===== src/rtl/noise_channel_core_if.sv =====
// Register/strobe bundle between the APU register file and the channel-4 noise core.
// The master drives the NR4x fields and frame-sequencer strobes; the slave is the core.
interface noise_channel_core_if;
  logic [7:0]  NR43;
  logic        trigger;
  logic        length_enable;
  logic        length_load;
  logic [5:0]  length_data;
  logic        length_tick;
  logic        dac_enable;
  logic [3:0]  volume_level;
  logic [3:0]  sample;
  logic        channel_on;
  logic [14:0] lfsr_state;

  modport master (
    output NR43, trigger, length_enable, length_load, length_data,
           length_tick, dac_enable, volume_level,
    input  sample, channel_on, lfsr_state
  );

  modport slave (
    input  NR43, trigger, length_enable, length_load, length_data,
           length_tick, dac_enable, volume_level,
    output sample, channel_on, lfsr_state
  );
endinterface


===== src/rtl/noise_channel_core.sv =====
// Channel-4 noise stage: NR43-timed 15/7-bit LFSR, length counter, trigger/DAC gating,
// and envelope-volume scaling of the LFSR output bit.
module noise_channel_core #(
  parameter int TIMER_W = 20,
  parameter int LEN_W   = 7
) (
  input  logic                clock_64,
  input  logic                reset,
  noise_channel_core_if.slave bus
);

  logic [14:0]        lfsr_q, lfsr_d;
  logic [TIMER_W-1:0] timer_q, timer_d;
  logic [LEN_W-1:0]   len_q, len_d;
  logic               on_q, on_d;

  logic [3:0]         shiftS;
  logic               widthMode;
  logic [2:0]         divCode;
  logic [TIMER_W-1:0] divisor;
  logic [TIMER_W-1:0] periodM1;
  logic               timerRun;
  logic               feedback;
  logic [14:0]        lfsrStep;
  logic               lenDec;

  assign shiftS    = bus.NR43[7:4];
  assign widthMode = bus.NR43[3];
  assign divCode   = bus.NR43[2:0];

  // Shifts of 14 and 15 freeze the timer entirely; the period is only sampled at reload.
  assign timerRun  = (shiftS < 4'd14);
  assign divisor   = (divCode == 3'd0) ? TIMER_W'(8) : TIMER_W'({divCode, 4'b0000});
  assign periodM1  = (divisor << shiftS) - TIMER_W'(1);

  assign feedback  = lfsr_q[0] ^ lfsr_q[1];
  always_comb begin
    lfsrStep = {feedback, lfsr_q[14:1]};
    if (widthMode) lfsrStep[6] = feedback;
  end

  // A load in the same cycle wins over a tick, so the tick is dropped rather than applied.
  assign lenDec = bus.length_tick && bus.length_enable && (len_q != '0) &&
                  !bus.trigger && !bus.length_load;

  always_comb begin
    lfsr_d  = lfsr_q;
    timer_d = timer_q;
    len_d   = len_q;
    on_d    = on_q;

    if (bus.trigger) begin
      lfsr_d  = 15'h7FFF;
      timer_d = periodM1;
      on_d    = bus.dac_enable;
      if (len_q == '0) len_d = LEN_W'(64);
    end else begin
      if (timerRun) begin
        if (timer_q == '0) begin
          timer_d = periodM1;
          lfsr_d  = lfsrStep;
        end else begin
          timer_d = timer_q - TIMER_W'(1);
        end
      end
      if (lenDec) begin
        len_d = len_q - LEN_W'(1);
        if (len_q == LEN_W'(1)) on_d = 1'b0;
      end
    end

    if (bus.length_load) len_d = LEN_W'(64) - LEN_W'(bus.length_data);
    if (!bus.dac_enable) on_d = 1'b0;
  end

  always_ff @(posedge clock_64 or posedge reset) begin
    if (reset) begin
      lfsr_q  <= 15'h7FFF;
      timer_q <= '0;
      len_q   <= '0;
      on_q    <= 1'b0;
    end else begin
      lfsr_q  <= lfsr_d;
      timer_q <= timer_d;
      len_q   <= len_d;
      on_q    <= on_d;
    end
  end

  // The channel outputs volume while LFSR bit 0 is low; volume is deliberately unregistered.
  assign bus.sample     = (on_q && bus.dac_enable && !lfsr_q[0]) ? bus.volume_level : 4'd0;
  assign bus.channel_on = on_q;
  assign bus.lfsr_state = lfsr_q;

endmodule

===== src/flat_wrapper.sv =====
// flat-port wrapper written by rule: the top's interface ports become plain ports
module noise_channel_core_flat 
#(
  parameter int TIMER_W = 20,
  parameter int LEN_W   = 7
)
  (clock_64, reset, bus_NR43, bus_trigger, bus_length_enable, bus_length_load, bus_length_data, bus_length_tick, bus_dac_enable, bus_volume_level, bus_sample, bus_channel_on, bus_lfsr_state);
  noise_channel_core_if bus_i ();
  input  logic clock_64;
  input  logic reset;
  input wire logic [$bits(bus_i.NR43)-1:0] bus_NR43;
  input wire logic [$bits(bus_i.trigger)-1:0] bus_trigger;
  input wire logic [$bits(bus_i.length_enable)-1:0] bus_length_enable;
  input wire logic [$bits(bus_i.length_load)-1:0] bus_length_load;
  input wire logic [$bits(bus_i.length_data)-1:0] bus_length_data;
  input wire logic [$bits(bus_i.length_tick)-1:0] bus_length_tick;
  input wire logic [$bits(bus_i.dac_enable)-1:0] bus_dac_enable;
  input wire logic [$bits(bus_i.volume_level)-1:0] bus_volume_level;
  output wire logic [$bits(bus_i.sample)-1:0] bus_sample;
  output wire logic [$bits(bus_i.channel_on)-1:0] bus_channel_on;
  output wire logic [$bits(bus_i.lfsr_state)-1:0] bus_lfsr_state;
  assign bus_i.NR43 = bus_NR43;
  assign bus_i.trigger = bus_trigger;
  assign bus_i.length_enable = bus_length_enable;
  assign bus_i.length_load = bus_length_load;
  assign bus_i.length_data = bus_length_data;
  assign bus_i.length_tick = bus_length_tick;
  assign bus_i.dac_enable = bus_dac_enable;
  assign bus_i.volume_level = bus_volume_level;
  assign bus_sample = bus_i.sample;
  assign bus_channel_on = bus_i.channel_on;
  assign bus_lfsr_state = bus_i.lfsr_state;
  noise_channel_core #(.TIMER_W(TIMER_W), .LEN_W(LEN_W)) u_core (.clock_64(clock_64), .reset(reset), .bus(bus_i));
endmodule

===== config.mk =====
export PLATFORM = sky130hd
export DESIGN_NAME = noise_channel_core_flat
export DESIGN_NICKNAME = d
export VERILOG_FILES = /design/src/rtl/noise_channel_core_if.sv /design/src/rtl/noise_channel_core.sv /design/src/flat_wrapper.sv
export SDC_FILE = /design/constraint.sdc
export NUM_CORES = 1
export LEC_CHECK = 0
export ABC_AREA = 1
export BUFFER_PORTS_ARGS = -buffer_cell sky130_fd_sc_hd__buf_4
export CAP_MARGIN = 25
export CORE_AREA = 4 4 108 110
export CTS_CLUSTER_DIAMETER = 30
export DETAILED_ROUTE_END_ITERATION = 8
export DIE_AREA = 0 0 112 114
export MAX_ROUTING_LAYER = met4
export PLACE_DENSITY_LB_ADDON = 0.2
export SETUP_SLACK_MARGIN = 0.05
export SLEW_MARGIN = 20
export SYNTH_ARGS = -nofsm -noshare
export SYNTH_HDL_FRONTEND = slang
export SYNTH_SLANG_ARGS = --single-unit

===== constraint.sdc =====
create_clock -name clock_64 -period 3.1 [get_ports clock_64]
set_clock_uncertainty 0.1 [all_clocks]
set_input_delay 0.465 -clock clock_64 [delete_from_list [all_inputs] [get_ports clock_64]]
set_output_delay 0.465 -clock clock_64 [all_outputs]
set_load 0.02 [all_outputs]

# Word level (Yosys, flattened, before mapping)
# Cells that the tools add are included.
dict set report classes {
  add_sub_neg 4
  magnitude_cmp 1
  n_eq_ne 4
  n_shift 1
  mux 17
  n_bitwise 1
  reduce_logical 19
}
# cell n
set op_table {}
lappend op_table {{20-bit two-way mux} 3}
lappend op_table {{15-bit two-way mux} 3}
lappend op_table {{20-bit by 1-bit subtractor with 20-bit output (second input constant)} 2}
lappend op_table {{7-bit two-way mux} 5}
lappend op_table {{20-bit logical NOT} 1}
lappend op_table {{20-bit by 4-bit left shift with 20-bit output} 1}
lappend op_table {{7-bit by 1-bit == test with 1-bit output (second input constant)} 1}
lappend op_table {{7-bit logical NOT} 1}
lappend op_table {{7-bit nonzero test} 1}
lappend op_table {{7-bit by 1-bit subtractor with 7-bit output (second input constant)} 1}
lappend op_table {{7-bit by 6-bit subtractor with 7-bit output (first input constant)} 1}
lappend op_table {{1-bit logical AND} 6}
lappend op_table {{3-bit by 2-bit inequality test with 1-bit output (second input constant)} 2}
lappend op_table {{2-bit AND reduction} 3}
lappend op_table {{1-bit two-way mux} 5}
lappend op_table {{4-bit less-than comparator (second input constant)} 1}
lappend op_table {{4-bit two-way mux} 1}
lappend op_table {{2-bit nonzero test} 2}
lappend op_table {{1-bit logical NOT} 3}
lappend op_table {{3-bit logical NOT} 1}
lappend op_table {{3-bit by 1-bit inequality test with 1-bit output (second input constant)} 1}
lappend op_table {{3-bit nonzero test} 1}
lappend op_table {{1-bit bitwise XOR} 1}
dict set report totals {
  register_bits 43
}

# Depth between registers and ports, before layout
dict set report logic_depth {
  ltp_word 7
  depth_mapped 16
}

# Least setup slack after synthesis
# Ideal clock, no wire load.
dict set report synth_timing {
  kind {in2reg}
  start {input port bus_NR43[5]}
  end {register u_core.timer_q[9]}
  arrival_ns 1.815
  setup_slack_ns 1.054
  cell_stages 14
  path_buffers 1
  path_cell_list {buf_2 > inv_2 > nand3_2 > inv_2 > nand2_1 > ha_1 > nand2_1 > clkinv_1 > nand2_2 > inv_1 > nand2_1 > nor2_1 > o21ai_0 > a22oi_1}
}
dict set report synth_between {
  elab_chain_len 5
}
# element line
set synth_rtl {}
lappend synth_rtl {{start: declaration} flat_wrapper.sv:11} ;# input wire logic [$bits(bus_i.NR43)-1:0] bus_NR43;
lappend synth_rtl {{20-bit by 4-bit left shift with 20-bit output} noise_channel_core.sv:34} ;# assign periodM1 = (divisor << shiftS) - TIMER_W'(1);
lappend synth_rtl {{20-bit by 1-bit subtractor with 20-bit output} noise_channel_core.sv:34}
lappend synth_rtl {{20-bit two-way mux} noise_channel_core.sv:59} ;# if (timer_q == '0) begin
lappend synth_rtl {{20-bit two-way mux} noise_channel_core.sv:58} ;# if (timerRun) begin
lappend synth_rtl {{20-bit two-way mux} noise_channel_core.sv:52} ;# if (bus.trigger) begin
lappend synth_rtl {{end signal: assignment} noise_channel_core.sv:84} ;# timer_q <= timer_d;
lappend synth_rtl {{end: declaration} noise_channel_core.sv:13} ;# logic [TIMER_W-1:0] timer_q, timer_d;
# Several ways; a longest one is shown, not always the timed one. The select of a mux whose other input is x is not followed.
# A chain may end at the register's enable or synchronous reset.

# Final worst setup path
dict set report layout_timing {
  start {register u_core.timer_q[0]}
  end {register u_core.lfsr_q[12] (netlist: u_core.bus.lfsr_state[12])}
}
dict set report layout_between {
  elab_chain_len 3
}
# element line
set layout_rtl {}
lappend layout_rtl {{20-bit logical NOT} noise_channel_core.sv:59}
lappend layout_rtl {{2-bit nonzero test (no line)} -}
lappend layout_rtl {{2-bit AND reduction (no line)} -}
lappend layout_rtl {{end signal: assignment} noise_channel_core.sv:83} ;# lfsr_q <= lfsr_d;
lappend layout_rtl {{end: declaration} noise_channel_core.sv:12} ;# logic [14:0] lfsr_q, lfsr_d;
# Every way passes these cells.

==> impl_results.md <==
- Status: finished clean
- Slew headroom: ~59%
- Sw frac: 37.4%
- Vias: about 3300
- Maximum fanout along the worst path: 30
- Worst-Margin Slew: between 600 and 700 ps
- Most frequent CP cell: nor2_1
- Post-CTS Setup Inserts: 0
- First-pass GRT wire length: approximately 15000 um
- Initial DRC count: between 150 and 200
- Top post-synthesis cells by area: dfrtp_1, dfstp_2, nand2_1, o21ai_0, inv_1
- Clk buf depth: 2
- Fillers: roughly 1200
- Leakage power: ~0.0020 uW
- Unique masters post-synth: 35
- Layout cell share with drive strength beyond 1: 20.3%
- Routed Antenna Nets: 0
- Final GP Congestion: a little under 0.9
- Placed Instance Area: slightly below 4000 sq um
- Synth top cells by count: nand2_1, inv_1, nor2_1
- Slowest stage delay, CP: ~380 ps
- Number of placement rows: 38
- Final Setup Violations: 0
- Most frequent cell after synthesis: nand2_1
- Die width: around 110 um
- TNS Setup: 0 ps
- Clock Power Share: 22.7%
- Final WL: ~8800 um
- Cell area after synthesis: between 3000 and 4000 sq um
- CTS sink count: 43
- CTS resizes: 0
- Post-synth top area share: roughly a fifth
- Core Area: roughly 11000 sq um
- Worst EP arrival: approximately 2200 ps
- Cells after synthesis: between 500 and 600
- Clk slew on worst S/H paths: approximately 90 ps
- Detail Placement HPWL: between 6000 and 7000 um
- Sequential share of power: roughly 45%
- Initial Util: 31.6%
- Unrepaired setup endpoints after global routing: false
- Switching power total: a little over 600 uW
- # hold bufs at CTS: 0
- Area leader, netlist: dfrtp_1
- Mean area per synthesized cell: 6.62 sq um
- Initial antenna violation count: 0
- Crit Path Category: flip-flop to flip-flop
- Root buf cell: clkbuf_8
- Multi-input gate area: approximately 1900 sq um
- Synth warn: 0
- Vias in the first global route: between 3000 and 4000
- Die H: between 100 and 150 um
- Gr usage total: between 10 and 15%
- Worst hold path class: primary input to asynchronous set/reset pin
- Pin count of the biggest net entering global routing: 33
- ANT cells: 0
- Logic pwr share: 32.7%
- Fin util: 37.0%
- Crit start category: flip-flop
- Layout Nets: 588
- Setup crit end kind: flip-flop
- R2R Setup Slk: between 1000 and 1500 ps
- Port bufs: between 40 and 50
- Fmax: approximately 480 MHz
- Max-capacitance violation count: 0
- DRT Pass-1 Iters: 5
- H-tree levels: 2
- Routed WL per cell: 12.6 um
- FF/Latch Area: approximately 1100 sq um
- Design area: approximately 4000 sq um
- Clock Latency Late Sink: 300 ps
- Global route total overflow: 0
- Post-synth EDFFs: 0
- # DRC: 0
- Hold Fails Final Rpt: 0
- Worst path cell trace: inv_1, ha_1, nand2_1, nor2_1, nand3_1, nand2_2, inv_2, nor2_2, buf_4, nor2_1, a31oi_1
- Final Critical Period: 2090 ps
- Pre-CTS setup slack: about 760 ps
- Synth async-reset ratio: 100%
- Final setup margin: between 1000 and 1500 ps
- Worst VDD drop: ~0.00017 V
- CTS tree: built
- CP max-delay cell: dfrtp_1
- Main synth FF type: dfrtp_1
- Final hold slack: slightly above 5 ps
- Cell Pwr Density: slightly above 400 nW/um^2
- IO Count: 45
- CP required: 3230 ps
- P_int: just over 1000 uW
- Die ar.: 12800 sq um
- Seq/Total Area, Yosys: between 30% and 40%
- P&R area growth vs syn: 17.1%
- Final Max Tran Viols: 0
- Total CTS buffers: 5
- Final Cycle Share: between 60 and 70%
- Vias per cell: approximately 4.8
- Flop and latch count out of synthesis: 43
- Syn_nets: ~540
==> layout by cell type (no fill, tap or decap), drive strengths merged <==
cell      n
o221ai    1
buf      50
xor2     11
a22oi     2
a21oi    28
inv      75
ha        7
a21boi    1
nand4     4
nor3      9
dfstp    15
clkinv    5
a22o      1
xnor2     1
o22ai     3
nand3    48
nor2     77
o21ai    57
nand2   115
a31oi    10
clkbuf    6
o211ai    2
dfrtp    28
o21bai    1
==> path summary, 6_finish.rpt <==
| kind | to | start | depth (start not counted) |
|---|---|---|---|
| min in group clock_64 | u_core.bus.lfsr_state[6] | bus_NR43[3] | 3 |
| min reg2reg | u_core.bus.lfsr_state[5] | u_core.bus.lfsr_state[5] | 2 |
| max reg2reg | u_core.bus.lfsr_state[12] | u_core.timer_q[0] | 11 |
| min | u_core.len_q[6] | reset | 2 |
| max in group asynchronous | u_core.bus.lfsr_state[12] | reset | 3 |
| max | u_core.bus.lfsr_state[12] | u_core.timer_q[0] | 11 |
==> cell families after synthesis <==
kind of cell | count (synthesis) | share of synthesized area (%)
AOI/OAI and AO/OA | 106 | 17.4
adders and majority gates | 7 | 2.59
and+or+nand+nor | 253 | 34.3
xor gates and xnor gates | 12 | 3.11
DFF | 43 | 32.4
buffers and inverters | 90 | 10.3
==> per-layer routing <==
metal | part of all wire, % | vias up | global-route usage, %
li1 | - | 1741 | -
met1 | 46 | 1544 | 19.2
met2 | 49 | 47 | 23.5
met3 | 3.0 | 10 | 2.12
met4 | 1.5 | 0 | 3.77
met5 | 0 | - | -
==> stage by stage <==
step	power [uW]	instances
3_3_place_gp	1260	689
6_report	1620	697
3_5_place_dp	1260	689
2_1_floorplan	1100	511
4_1_cts	1640	697
5_1_grt	1750	697
==> cell type report <==
| class | count | share of cell area [%] |
|---|---|---|
| tap | 140 | 4.42 |
| clock inverter | 2 | 0.284 |
| clock buffer | 6 | 1.83 |
| multi-input combinational | 378 | 49.0 |
| timing repair buffer | 50 | 9.47 |
| inverter | 78 | 7.39 |
| sequential | 43 | 27.6 |
==> sequential cells by signal, summed over array words and instances, names as in the netlist <==
| signal | count |
|---|---|
| u_core.timer_q | 20 |
| u_core.bus.lfsr_state | 15 |
| u_core.bus.channel_on | 1 |
| u_core.len_q | 7 |
==> worst max-delay path, delay by kind of cell (launching register included) <==
| family | cells | cell delay, ps |
|---|---|---|
| AOI/OAI and AO/OA | 1 | 150 |
| adders and majority gates | 1 | 180 |
| buffers and inverters | 3 | 600 |
| DFF | 1 | 380 |
| and+or+nand+nor | 6 | 590 |
==> power by group through the flow <==
| stage | Clock [uW] | Combinational, uW | Sequential (uW) |
|---|---|---|---|
| after global routing | 405 | 608 | 735 |
| after detailed placement | 0 | 533 | 730 |
| final | 368 | 529 | 721 |
| after CTS | 384 | 536 | 722 |
| after global placement | 0 | 529 | 729 |
| after floorplan | 0 | 350 | 746 |
(Power assumes the default switching activity.)
